File: config.mk
export PLATFORM = sky130hd
export DESIGN_NAME = imem_load_arbiter
export DESIGN_NICKNAME = d
export VERILOG_FILES = /design/src/rtl/imem_pkg.sv /design/src/rtl/imem_byte_packer.sv /design/src/rtl/imem_load_arbiter.sv
export SDC_FILE = /design/constraint.sdc
export NUM_CORES = 1
export LEC_CHECK = 0
export BUFFER_PORTS_ARGS = -buffer_cell sky130_fd_sc_hd__buf_4
export CORE_MARGIN = 3
export CORE_UTILIZATION = 57
export CTS_BUF_LIST = sky130_fd_sc_hd__clkbuf_4 sky130_fd_sc_hd__clkbuf_8
export DETAILED_ROUTE_END_ITERATION = 7
export GPL_TIMING_DRIVEN = 0
export PLACE_DENSITY = 0.88
export SLEW_MARGIN = 20
export SYNTH_ARGS = -nofsm -noshare
export SYNTH_HDL_FRONTEND = slang
export SYNTH_HIERARCHICAL = 1
export SYNTH_SLANG_ARGS = --single-unit
File: constraint.sdc
create_clock -name clk -period 3.8 [get_ports clk]
set_input_delay 0.76 -clock clk [delete_from_list [all_inputs] [get_ports clk]]
set_output_delay 0.76 -clock clk [all_outputs]
set_load 0.005 [all_outputs]
File: src/rtl/imem_pkg.sv
// Shared types and constants for the instruction-memory load arbiter.
// The block and its memory both take their depth from here.
package imem_pkg;

  typedef enum logic [2:0] {
    RUN,
    HDR0,
    HDR1,
    DATA,
    WRITE,
    DONE
  } state_t;

  localparam int          IMEM_DEPTH_DEF = 128;
  localparam logic [31:0] HALT_INSTR_DEF = 32'h0000_0063;  // beq x0,x0,0

endpackage

File: src/rtl/imem_byte_packer.sv
// Little-endian byte-to-word packer: four shifts fill one 32-bit word.
// word_valid flags the shift that completes the word.
module imem_byte_packer (
  input  logic        clk,
  input  logic        rst,
  input  logic        clear,
  input  logic        shift,
  input  logic [7:0]  byte_in,
  output logic [31:0] word,
  output logic        word_valid
);

  logic [1:0] byte_cnt;

  // NOTE: sequential state uses non-blocking (<=) so every flop samples pre-edge values.
  always_ff @(posedge clk) begin
    if (rst) begin
      byte_cnt <= '0;
      word     <= '0;
    end else if (clear) begin
      byte_cnt <= '0;
    end else if (shift) begin
      word[8*byte_cnt +: 8] <= byte_in;
      byte_cnt              <= byte_cnt + 2'd1;
    end
  end

  assign word_valid = shift && (byte_cnt == 2'd3);

endmodule

File: src/rtl/imem_load_arbiter.sv
// Shares the instruction-memory port between CPU fetch and a byte-serial
// loader; the CPU is stalled on HALT_INSTR while a load is in progress.
module imem_load_arbiter
  import imem_pkg::*;
#(
  parameter int          IMEM_DEPTH = IMEM_DEPTH_DEF,
  parameter int          IDX_W      = 10,
  parameter logic [31:0] HALT_INSTR = HALT_INSTR_DEF
) (
  input  logic             clk,
  input  logic             rst,
  input  logic [31:0]      fetch_addr,
  output logic [31:0]      fetch_instr,
  output logic             fetch_stall,
  input  logic             ld_start,
  input  logic             ld_valid,
  input  logic [7:0]       ld_byte,
  output logic             ld_ready,
  output logic             ld_done,
  output logic             ld_err,
  output logic [15:0]      loaded_words,
  output logic [IDX_W-1:0] mem_idx,
  input  logic [31:0]      mem_rdata,
  output logic             mem_we,
  output logic [31:0]      mem_wdata
);

  localparam logic [16:0] DEPTH = 17'(IMEM_DEPTH);

  state_t      state, state_nxt;
  logic [15:0] count, wr_ptr, words_seen;
  logic [IDX_W-1:0] fetch_idx;
  logic        xfer, wr_in_range, last_word, word_valid;
  logic [31:0] word;
  logic        unused_addr_bits;

  assign fetch_idx        = fetch_addr[IDX_W+1:2];
  assign unused_addr_bits = ^{fetch_addr[31:IDX_W+2], fetch_addr[1:0]};

  // ld_ready decodes state only, so the handshake never loops through the FSM logic.
  assign ld_ready    = (state == HDR0) || (state == HDR1) || (state == DATA);
  assign xfer        = ld_valid && ld_ready;
  assign wr_in_range = {1'b0, wr_ptr} < DEPTH;
  assign last_word   = ({1'b0, words_seen} + 17'd1) == {1'b0, count};
  assign mem_wdata   = word;

  imem_byte_packer u_packer (
    .clk        (clk),
    .rst        (rst),
    .clear      ((state == RUN) && ld_start),
    .shift      (xfer && (state == DATA)),
    .byte_in    (ld_byte),
    .word       (word),
    .word_valid (word_valid)
  );

  // NOTE: every output of this block gets a default first, so no path can infer a latch.
  always_comb begin
    state_nxt   = state;
    fetch_stall = 1'b1;
    fetch_instr = HALT_INSTR;
    mem_idx     = fetch_idx;
    mem_we      = 1'b0;
    ld_done     = 1'b0;
    case (state)
      RUN: begin
        fetch_stall = 1'b0;
        if (17'(fetch_idx) < DEPTH) fetch_instr = mem_rdata;
        if (ld_start) state_nxt = HDR0;
      end
      HDR0: if (xfer) state_nxt = HDR1;
      HDR1: if (xfer) state_nxt = ({ld_byte, count[7:0]} == 16'd0) ? DONE : DATA;
      DATA: if (word_valid) state_nxt = WRITE;
      WRITE: begin
        mem_idx   = wr_ptr[IDX_W-1:0];
        mem_we    = wr_in_range;
        state_nxt = last_word ? DONE : DATA;
      end
      DONE: begin
        ld_done   = 1'b1;
        state_nxt = RUN;
      end
      default: state_nxt = RUN;
    endcase
  end

  always_ff @(posedge clk) begin
    if (rst) begin
      state        <= RUN;
      count        <= '0;
      wr_ptr       <= '0;
      words_seen   <= '0;
      loaded_words <= '0;
      ld_err       <= 1'b0;
    end else begin
      state <= state_nxt;
      case (state)
        RUN: if (ld_start) begin
          ld_err       <= 1'b0;
          loaded_words <= '0;
          wr_ptr       <= '0;
          words_seen   <= '0;
        end
        HDR0: if (xfer) count[7:0]  <= ld_byte;
        HDR1: if (xfer) count[15:8] <= ld_byte;
        WRITE: begin
          // Words past the end of memory are consumed but dropped.
          if (wr_in_range) loaded_words <= loaded_words + 16'd1;
          else             ld_err       <= 1'b1;
          wr_ptr     <= wr_ptr + 16'd1;
          words_seen <= words_seen + 16'd1;
        end
        default: ;
      endcase
    end
  end

endmodule

==> qor.yml, run 1 <==
status:
  outcome: "completed"
timing:
  hold_viol: 0
  worst_pin_slew_ps: 697
  post-route-period-util_pct: 85.1
  min_period_ps: 3230
  slew_viol_final: 0
  postLayoutSetupSlackWorst_ps: 567
  holdWs_ps: 489
  fin_skew_ps: 12.6
  timing.fmax_ghz: 0.309
  rsz0062_at_grt: "false"
  slew_headroom_pct: 53.5
  finalSetupViolations: 0
  setup_tns_ps: 0
critical_path:
  critPathBufInv: 5
  critical_path_peak_fanout: 10
  cp_slowest_stage_delay_ps: 400
  required_ps: 3040
  path_cells: "buf_2 -> nor2_2 -> nand2_1 -> buf_4 -> clkbuf_1 -> clkbuf_1 -> nand2_1 -> nand2_1 -> buf_4"
  cp-start-kind: "flop"
  worst_path_most_repeated_cell: "nand2_1"
  slowest_stage: "clkbuf_1"
  worst_ep_arrival_time_ps: 2470
  endpoint_kind: "primary output"
  reg2reg_slack_ps: 1290
  path_delay_family: "buffers and inverters"
  criticalPathCategory: "reg2out"
global_route:
  track_usage_pct: 28.9
  use_met1_pct: 36.6
  grt_pass1_vias: 5177
  overflow: 0
  grt_pass1_wl_um: 24700
  antenna_found_initial: 0
  gr-usage-met2_pct: 49.5
  grt_max_degree: 21
  busiest_layer: "met2"
  use_met3_pct: 5.30
finish:
  fin_nets: 880
  multi_input_area_um2: 3120
  drive_gt1_share_pct: 26.7
  syn2layout_area_growth_pct: 26.8
  antenna_cells: 0
  fillerInstances: 642
  seqCellArea_um2: 2040
floorplanning:
  core_area_um2: 8930
  die_h_um: 103
  pin_count: 171
  die_width_um: 103
  rows: 34
  start_util_pct: 60.3
  die-area_um2: 10700
detailed_routing:
  routed_wl_um: 15500
  vias: 5445
  initialDrtViolationCount: 363
  detail_route.vias_per_cell: 5.99
  route.detailed.drc: 0
  drtPass1Iterations: 5
  wire_per_inst_um: 17.1
  ant_nets: 0
place:
  port_buffers: 148
  gp_congestion: 0.921
  place_ws_ps: 912
  dp_hpwl_um: 11600
power_and_ir_drop:
  p_int_mw: 1.47
  p_leak_nw: 2.83
  clkPwrFrac_pct: 33.3
  peakVddDrop_uv: 224
  p_per_area_nw_per_um2: 303
  netSwitchingFraction_pct: 29.0
  switchingPower_mw: 0.601
  pwr-share-comb_pct: 14.0
  seq_power_share_pct: 52.7
synthesis:
  async_reset_ff_share_pct: 0
  synth_seq_cells: 102
  ys_top_cells_by_count: "dfxtp_1 (102), nor2_1 (74), nand2_1 (71), a21oi_1 (35), and2_1 (32)"
  synth_area_leaders: "dfxtp_1 (38%), nor2_1 (5.2%), nand2_1 (4.9%)"
  yosysTopAreaCell: "dfxtp_1"
  synth_edf_count: 0
  yosysSeqAreaShare_pct: 37.9
  yosysMostFrequentCell: "dfxtp_1"
  synthCells: 637
  synthDominantCellAreaShare_pct: 37.9
  netlist_area_um2: 5390
  yosys_warnings: 6
  syn_area_per_cell_um2: 8.46
  synth_fp_nets: 721
  synth_ff_type: "dfxtp_1"
  synth_cell_types: 71
clock_network:
  postCtsResizedCells: 0
  postCtsHoldBufs: 0
  clockRootBuffer: "clkbuf_8"
  cts_tree: "done"
  clockBufferDepth: 2
  htreeDepth: 3
  clock_latency_ps: 370
  numCtsBuffers: 9
  path_clk_slew_ps: 100
  cts_setup_buffers: 0
  clock-sinks: 102
hold_path:
  min-delay-path-class: "reg2reg"
run:
  max-cap-violations: 0
==> kinds of logic (layout without fill, tap and decap cells) <==
kind of cell	Yosys count	count (layout)	share of synthesized area (%)
XOR/XNOR	32	32	5.20
flip-flops	102	102	37.9
adder cells (fa/ha/maj)	8	8	1.86
AO/OA/AOI/OAI	120	120	15.9
multiplexers	21	21	3.97
buffers and inverters	48	212	4.16
AND/OR/NAND/NOR	306	306	31.0
==> worst reg2reg max path, cell delays in order, from the launching register on <==
cell	delay, ps
dfxtp_1	530
ha_1	360
and3_1	190
buf_4	160
and4_4	260
o2111ai_1	130
nor4_1	340
nand4_1	230
a21o_1	210
==> cell type report <==
cell class / instances / share of cell area (%)
well taps: 108 / 1.98
plain buffers: 38 / 2.73
repair buffers: 148 / 16.3
inverters: 10 / 0.549
multi-input cells: 487 / 45.7
flip-flops and latches: 102 / 29.9
clock inverters: 7 / 1.10
clock buffers: 9 / 1.81
==> layout by cell type (no fill, tap or decap), types with 6 or more instances in the layout <==
cell type,count
nor3_1,9
buf_4,153
nand3_1,26
a22o_1,22
mux2i_1,18
or3_1,11
inv_1,8
nand2b_1,9
nand4_1,10
nor2b_1,6
nor4_1,9
a32o_1,10
nand2_1,71
buf_2,14
clkbuf_1,16
nor2_1,74
nor3b_1,6
and2_1,32
o21ai_0,16
xor2_1,20
o31ai_1,6
dfxtp_1,102
clkbuf_8,9
ha_1,8
a21oi_1,35
xnor2_1,12
==> power groups by stage <==
stage / combinational [mW] / clock [mW] / sequential, mW
after floorplan: 0.153 / 0 / 1.11
after global placement: 0.277 / 0 / 1.11
after detailed placement: 0.287 / 0 / 1.12
after CTS: 0.288 / 0.688 / 1.09
after global routing: 0.315 / 0.740 / 1.09
final: 0.290 / 0.688 / 1.09
==> final timing paths <==
kind	to	cells after the start	start
worst max register to register	state[1]	8	words_seen[0]
worst max-delay path	mem_idx[2]	9	state[1]
worst min-delay path	u_packer/word[31]	1	u_packer/word[31]
worst min register to register	u_packer/word[31]	1	u_packer/word[31]
==> metrics by stage <==
stage	instance area (um^2)	std cells	total power [mW]	utilization (%)
detailed placement	6630	893	1.40	74.2
global placement	6630	893	1.39	74.2
finish	6830	909	2.07	76.5
CTS	6830	909	2.07	76.5
floorplan	5390	637	1.27	-
global route	6830	909	2.15	76.5
==> routing by layer <==
metal  wire, um  up-vias  part of all wire (%)
li1           -     2585                     -
met1       6350     2608                    41
met2       7690      213                    50
met3       1090       39                   7.0
met4        381        0                   2.5
met5          0        -                     0
==> registers in the layout (all words and copies together), names as in the netlist <==
| signal | count |
|---|---|
| u_packer/word | 32 |
| count | 16 |
| loaded_words | 16 |
| words_seen | 16 |
| wr_ptr | 16 |
| state | 3 |
| u_packer/byte_cnt | 2 |
| ld_err | 1 |
Note: power is estimated with default switching activity, not from simulation.
==> inputs of run 2 (changes only) <==
--- a/config.mk
+++ b/config.mk
@@ -7,13 +7,12 @@
 export LEC_CHECK = 0
 export BUFFER_PORTS_ARGS = -buffer_cell sky130_fd_sc_hd__buf_4
 export CORE_MARGIN = 3
-export CORE_UTILIZATION = 57
+export CORE_UTILIZATION = 40
 export CTS_BUF_LIST = sky130_fd_sc_hd__clkbuf_4 sky130_fd_sc_hd__clkbuf_8
 export DETAILED_ROUTE_END_ITERATION = 7
 export GPL_TIMING_DRIVEN = 0
-export PLACE_DENSITY = 0.88
+export PLACE_DENSITY = 0.65
 export SLEW_MARGIN = 20
 export SYNTH_ARGS = -nofsm -noshare
 export SYNTH_HDL_FRONTEND = slang
-export SYNTH_HIERARCHICAL = 1
 export SYNTH_SLANG_ARGS = --single-unit
==> qor.yml, run 2 <==
clock_network:
  clockBufferDepth: 2  # unchanged
  path_clk_slew_ps: 110  # about the same
  clockRootBuffer: "clkbuf_8"
  cts_tree: "done"
  clock_latency_ps: 380  # about the same
  clock-sinks: 102  # unchanged
  htreeDepth: 3  # unchanged
  numCtsBuffers: 9  # unchanged
place:
  gp_congestion: 0.887  # -3.7%
  port_buffers: 147  # -0.68%
  dp_hpwl_um: 12200  # +4.3%
global_route:
  track_usage_pct: 22.0  # -6.9 points
  grt_pass1_vias: 5303  # +2.4%
  grt_max_degree: 19  # -9.5%
  antenna_found_initial: 0  # unchanged
  grt_pass1_wl_um: 26200  # +6.3%
  overflow: 0  # unchanged
detailed_routing:
  route.detailed.drc: 0  # unchanged
  wire_per_inst_um: 16.0  # -6.3%
  detail_route.vias_per_cell: 5.32  # -11%
  routed_wl_um: 16300  # +4.8%
  ant_nets: 0  # unchanged
  initialDrtViolationCount: 320  # -12%
  drtPass1Iterations: 5  # unchanged
  vias: 5409  # -0.66%
finish:
  final_common_cell: "buf_4"
  fillerInstances: 1287  # +100%
  syn2layout_area_growth_pct: 28.0
  fin_nets: 924  # +5.0%
  top_register: "u_packer.word"
  largest_register_ffs: 32  # unchanged
  mostFrequentLayoutCells: "buf_4 (152), nand2_1 (115), dfxtp_1 (102)"
  antenna_cells: 0  # unchanged
  drive_gt1_share_pct: 22.4  # -4.3 points
critical_path:
  reg2reg_from: "words_seen[0]"
  criticalPathCategory: "reg2out"
  path_delay_family: "buffers and inverters"
  critical_path_peak_fanout: 10  # unchanged
  slowest_stage: "nor3b_2"
  endpoint_kind: "primary output"
  required_ps: 3040  # about the same
  critPathBufInv: 4  # -1
  cp_slowest_stage_delay_ps: 670  # +270 ps
  path_cells: "clkbuf_1 -> nor3b_2 -> clkbuf_1 -> clkbuf_1 -> nand2_1 -> nand2_1 -> buf_4"
  cp-start-kind: "flop"
  worst_path_most_repeated_cell: "clkbuf_1"
  cp-startpoint: "state[2]"
  worst_ep_arrival_time_ps: 2790  # +320 ps
timing:
  finalSetupViolations: 0  # unchanged
  min_period_ps: 3550  # +317 ps
  rsz0062_at_grt: "true"
  setup_tns_ps: 0  # unchanged
  post-route-period-util_pct: 93.4  # +8.3 points
  hold_viol: 0  # unchanged
  fin_skew_ps: 12.0  # -0.610 ps
  slew_headroom_pct: 37.8  # -16 points
  worst_pin_slew_ps: 931  # +233 ps
  holdWs_ps: 455  # -33.1 ps
  timing.fmax_ghz: 0.282  # -8.9%
  slew_viol_final: 0  # unchanged
power_and_ir_drop:
  peakVddDrop_uv: 215  # -3.8%
  p_per_area_nw_per_um2: 309  # +2.2%
  p_leak_nw: 2.71  # -4.2%
synthesis:
  synth_ff_type: "dfxtp_1"
  async_reset_ff_share_pct: 0  # unchanged
  synth_edf_count: 0  # unchanged
  netlist_area_um2: 5340  # -0.95%
  synth_area_leaders: "dfxtp_1 (38%), nand2_1 (8.1%), a21oi_1 (6.6%)"
  synthCells: 683  # +7.2%
  synth_fp_nets: 767  # +6.4%
  yosysTopAreaCell: "dfxtp_1"
  synth_seq_cells: 102  # unchanged
  yosysSeqAreaShare_pct: 38.3  # +0.36 points
  synth_cell_types: 60  # -15%
  synthDominantCellAreaShare_pct: 38.3  # +0.36 points
  yosysMostFrequentCell: "nand2_1"
  syn_area_per_cell_um2: 7.81  # -7.6%
  ys_top_cells_by_count: "nand2_1 (115), dfxtp_1 (102), a21oi_1 (70), nor2_1 (64), nand3_1 (55)"
  yosys_warnings: 0  # -6
hold_path:
  min-delay-path-class: "reg2reg"
  hold_path_startpoint: "u_packer.word[20]"
floorplanning:
  die-area_um2: 14800  # +39%
  die_width_um: 121  # +18%
  die_h_um: 121  # +18%
  start_util_pct: 41.6  # -19 points
  core_area_um2: 12800  # +44%
  rows: 41  # +21%
  pin_count: 171  # unchanged
run:
  max-cap-violations: 0  # unchanged
status:
  outcome: "completed"
run 2: cell type report:
class                           count  area (um^2)  share of cell area, %
Clock buffer                        9          124                   1.81
Sequential cell                   102         2040                   29.9
Buffer                             41          194                   2.84
Clock inverter                      7         56.3                  0.824
Multi-Input combinational cell    535         3080                   45.1
Inverter                            4         15.0                  0.220
Tap cell                          172          215                   3.15
Timing Repair Buffer              147         1100                   16.2
run 2: logic make-up (layout without fill, tap and decap cells):
kind of cell / Yosys count / in the layout / synth area share, %
AO/OA/AOI/OAI: 120 / 120 / 13.1
XOR/XNOR: 35 / 35 / 5.75
adder cells (fa/ha/maj): 8 / 8 / 1.88
buffers and inverters: 46 / 208 / 3.96
flip-flops: 102 / 102 / 38.3
multiplexers: 15 / 15 / 2.95
AND/OR/NAND/NOR: 357 / 357 / 34.1
run 2: worst paths after layout:
path | endpoint | slack, ps | cells after the start
min reg2reg | u_packer.word[20] | 460 | 2
min | u_packer.word[20] | 460 | 2
max | mem_idx[8] | 250 | 7
max reg2reg | state[1] | 1070 | 7
run 2: repair_timing:
item | CTS | global route
resized for setup | 0 | 1
endpoints found under the setup margin | 10 | 11
buffers inserted | 0 | 0
hold buffers | 0 | 0
run 2: worst register-to-register path: cells and delay by family, from the launching register on:
kind | cells | cell delay, ps
AOI/OAI and AO/OA | 3 | 530
adders and majority gates | 1 | 340
DFF | 1 | 500
and+or+nand+nor | 3 | 1240
run 2: per-stage QoR:
| step | cells | utilization (%) | total power [mW] | setup slack (ps) | area [um^2] |
|---|---|---|---|---|---|
| after floorplan | 683 | - | 1.30 | 1230 | 5340 |
| after global placement | 1002 | 51.9 | 1.46 | 382 | 6650 |
| after detailed placement | 1002 | 51.9 | 1.46 | 369 | 6650 |
| after CTS | 1017 | 53.3 | 2.13 | 94.7 | 6830 |
| after global routing | 1017 | 53.3 | 2.19 | -11.7 | 6830 |
| final | 1017 | 53.3 | 2.11 | 250 | 6830 |
run 2: power breakdown:
part / internal, mW / switching, mW / total, mW
Combinational: 0.144 / 0.191 / 0.334
Sequential: 1.09 / 0.0193 / 1.10
Clock: 0.249 / 0.426 / 0.675
run 2: layer usage:
| metal | wire length, um | part of all wire, % | GRT usage [%] |
|---|---|---|---|
| met5 | 0 | 0 | 0 |
| met2 | 7710 | 47 | 35.8 |
| met4 | 305 | 1.9 | 7.84 |
| met1 | 7280 | 45 | 28.9 |
| met3 | 956 | 5.9 | 4.71 |
==> inputs of run 3 (changes only) <==
--- a/config.mk
+++ b/config.mk
@@ -6,12 +6,14 @@
 export NUM_CORES = 1
 export LEC_CHECK = 0
 export BUFFER_PORTS_ARGS = -buffer_cell sky130_fd_sc_hd__buf_4
+export CELL_PAD_IN_SITES_DETAIL_PLACEMENT = 0
+export CELL_PAD_IN_SITES_GLOBAL_PLACEMENT = 1
 export CORE_MARGIN = 3
 export CORE_UTILIZATION = 40
 export CTS_BUF_LIST = sky130_fd_sc_hd__clkbuf_4 sky130_fd_sc_hd__clkbuf_8
 export DETAILED_ROUTE_END_ITERATION = 7
 export GPL_TIMING_DRIVEN = 0
-export PLACE_DENSITY = 0.65
+export PLACE_DENSITY_LB_ADDON = 0.1
 export SLEW_MARGIN = 20
 export SYNTH_ARGS = -nofsm -noshare
 export SYNTH_HDL_FRONTEND = slang
==> qor.yml, run 3 (synthesis gave the netlist of run 2 again) <==
status:
  outcome: "completed"
timing:
  timing.fmax_ghz: 0.285  # +1.2%
  hold_viol: 0  # unchanged
  min_period_ps: 3510  # -43.7 ps
  post-route-period-util_pct: 92.3  # -1.2 points
  worst_pin_slew_ps: 921  # -9.85 ps
  fin_skew_ps: 10.9  # -1.05 ps
  rsz0062_at_grt: "false"
  holdWs_ps: 461  # +5.47 ps
  slew_headroom_pct: 38.5  # +0.66 points
  finalSetupViolations: 0  # unchanged
  slew_viol_final: 0  # unchanged
  setup_tns_ps: 0  # unchanged
clock_network:
  cts_setup_buffers: 0  # unchanged
  clockRootBuffer: "clkbuf_8"
  postCtsHoldBufs: 0  # unchanged
  numCtsBuffers: 9  # unchanged
  postCtsResizedCells: 0  # unchanged
  clock_latency_ps: 380  # about the same
  clock-sinks: 102  # unchanged
  htreeDepth: 3  # unchanged
  path_clk_slew_ps: 100  # about the same
  clockBufferDepth: 2  # unchanged
  cts_tree: "done"
global_route:
  overflow: 0  # unchanged
  grt_max_degree: 18  # -1
  grt_pass1_vias: 5075  # -4.3%
  track_usage_pct: 21.9  # -0.14 points
  grt_pass1_wl_um: 25800  # -1.7%
  antenna_found_initial: 0  # unchanged
critical_path:
  endpoint_kind: "primary output"
  cp_slowest_stage_delay_ps: 560  # -110 ps
  reg2reg_from: "words_seen[0]"
  reg2reg_slack_ps: 1020  # -50 ps
  ff2ff_path_depth: 7  # unchanged
  cp-start-kind: "flop"
  critical_path_peak_fanout: 10  # unchanged
  critPathBufInv: 4  # unchanged
  crit_end: "mem_idx[6]"
  path_cells: "clkbuf_1 -> nor3b_4 -> clkbuf_1 -> clkbuf_1 -> nand2_1 -> nand2_1 -> buf_4"
  slowest_stage: "nor3b_4"
  r2r_end: "state[1]"
  criticalPathCategory: "reg2out"
  cp-startpoint: "state[2]"
  required_ps: 3040  # about the same
  worst_ep_arrival_time_ps: 2750  # -40 ps
  path_delay_family: "buffers and inverters"
  worst_path_most_repeated_cell: "clkbuf_1"
  path_depth: 7  # unchanged
detailed_routing:
  detail_route.vias_per_cell: 5.36  # +0.82%
  drtPass1Iterations: 5  # unchanged
  route.detailed.drc: 0  # unchanged
  vias: 5448  # +0.72%
  routed_wl_um: 16500  # +1.5%
  ant_nets: 0  # unchanged
  initialDrtViolationCount: 415  # +30%
  wire_per_inst_um: 16.2  # +1.6%
place:
  dp_hpwl_um: 12100  # -0.48%
  gp_congestion: 0.844  # -4.9%
  port_buffers: 147  # unchanged
finish:
  mostFrequentLayoutCells: "buf_4 (152), nand2_1 (114), dfxtp_1 (102)"
  drive_gt1_share_pct: 22.4  # +0.027 points
  fillerInstances: 1292  # +0.39%
  fin_nets: 924  # unchanged
  multi_input_area_um2: 3090  # +0.28%
  top_register: "u_packer.word"
  seqCellArea_um2: 2040  # unchanged
  syn2layout_area_growth_pct: 29.3
  antenna_cells: 0  # unchanged
  largest_register_ffs: 32  # unchanged
  final_common_cell: "buf_4"
run:
  max-cap-violations: 0  # unchanged
floorplanning:
  die_h_um: 121  # unchanged
  rows: 41  # unchanged
  die_width_um: 121  # unchanged
  start_util_pct: 41.6  # unchanged
  core_area_um2: 12800  # unchanged
  die-area_um2: 14800  # unchanged
  pin_count: 171  # unchanged
power_and_ir_drop:
  peakVddDrop_uv: 209  # -2.6%
  p_per_area_nw_per_um2: 331  # +6.9%
  p_leak_nw: 2.74  # +0.86%
  finalPower_mw: 2.28  # +8.0%
hold_path:
  min-delay-path-class: "reg2reg"
==> run 3: where the power goes <==
group | switching, mW | internal (mW) | leakage [nW]
clock | 0.400 | 0.440 | 0.120
sequential | 0.0208 | 1.09 | 0.822
combinational | 0.193 | 0.144 | 1.79
==> run 3: worst min-delay path by stage <==
stage,start,endpoint,slack [ps],depth (start not counted)
floorplan,wr_ptr[15],wr_ptr[15],440,1
global placement,u_packer.word[1],u_packer.word[1],440,2
detailed placement,u_packer.word[4],u_packer.word[4],450,2
CTS,u_packer.word[29],u_packer.word[29],460,2
global route,u_packer.word[29],u_packer.word[29],480,2
finish,u_packer.word[11],u_packer.word[11],460,2
==> run 3: stage by stage <==
step	setup slack (ps)	util (%)	instance area, um^2	std cells
6_report	294	53.8	6900	1016
5_1_grt	93.2	53.8	6900	1016
4_1_cts	131	53.7	6890	1016
3_5_place_dp	334	51.9	6650	1002
3_3_place_gp	383	51.9	6650	1002
2_1_floorplan	1230	-	5340	683
==> run 3: routing by layer <==
metal | wire (um) | GRT usage (%) | share of wire [%]
met1 | 7480 | 29.8 | 45
met3 | 917 | 4.29 | 5.6
met5 | 0 | 0 | 0
met4 | 212 | 7.35 | 1.3
met2 | 7890 | 34.7 | 48
==> run 3: tightest hold or removal path, delay by kind of cell (launching register included) <==
family | cells | cell delay, ps
simple gates | 1 | 50
flops | 1 | 320
compound gates | 1 | 50
==> run 3: layout make-up <==
cell class / instances / share of cell area (%)
inverter: 4 / 0.218
buffer: 41 / 2.81
tap: 172 / 3.12
timing repair buffer: 147 / 16.0
multi-input combinational: 535 / 44.8
clock buffer: 9 / 1.80
clock inverter: 6 / 1.69
sequential: 102 / 29.6
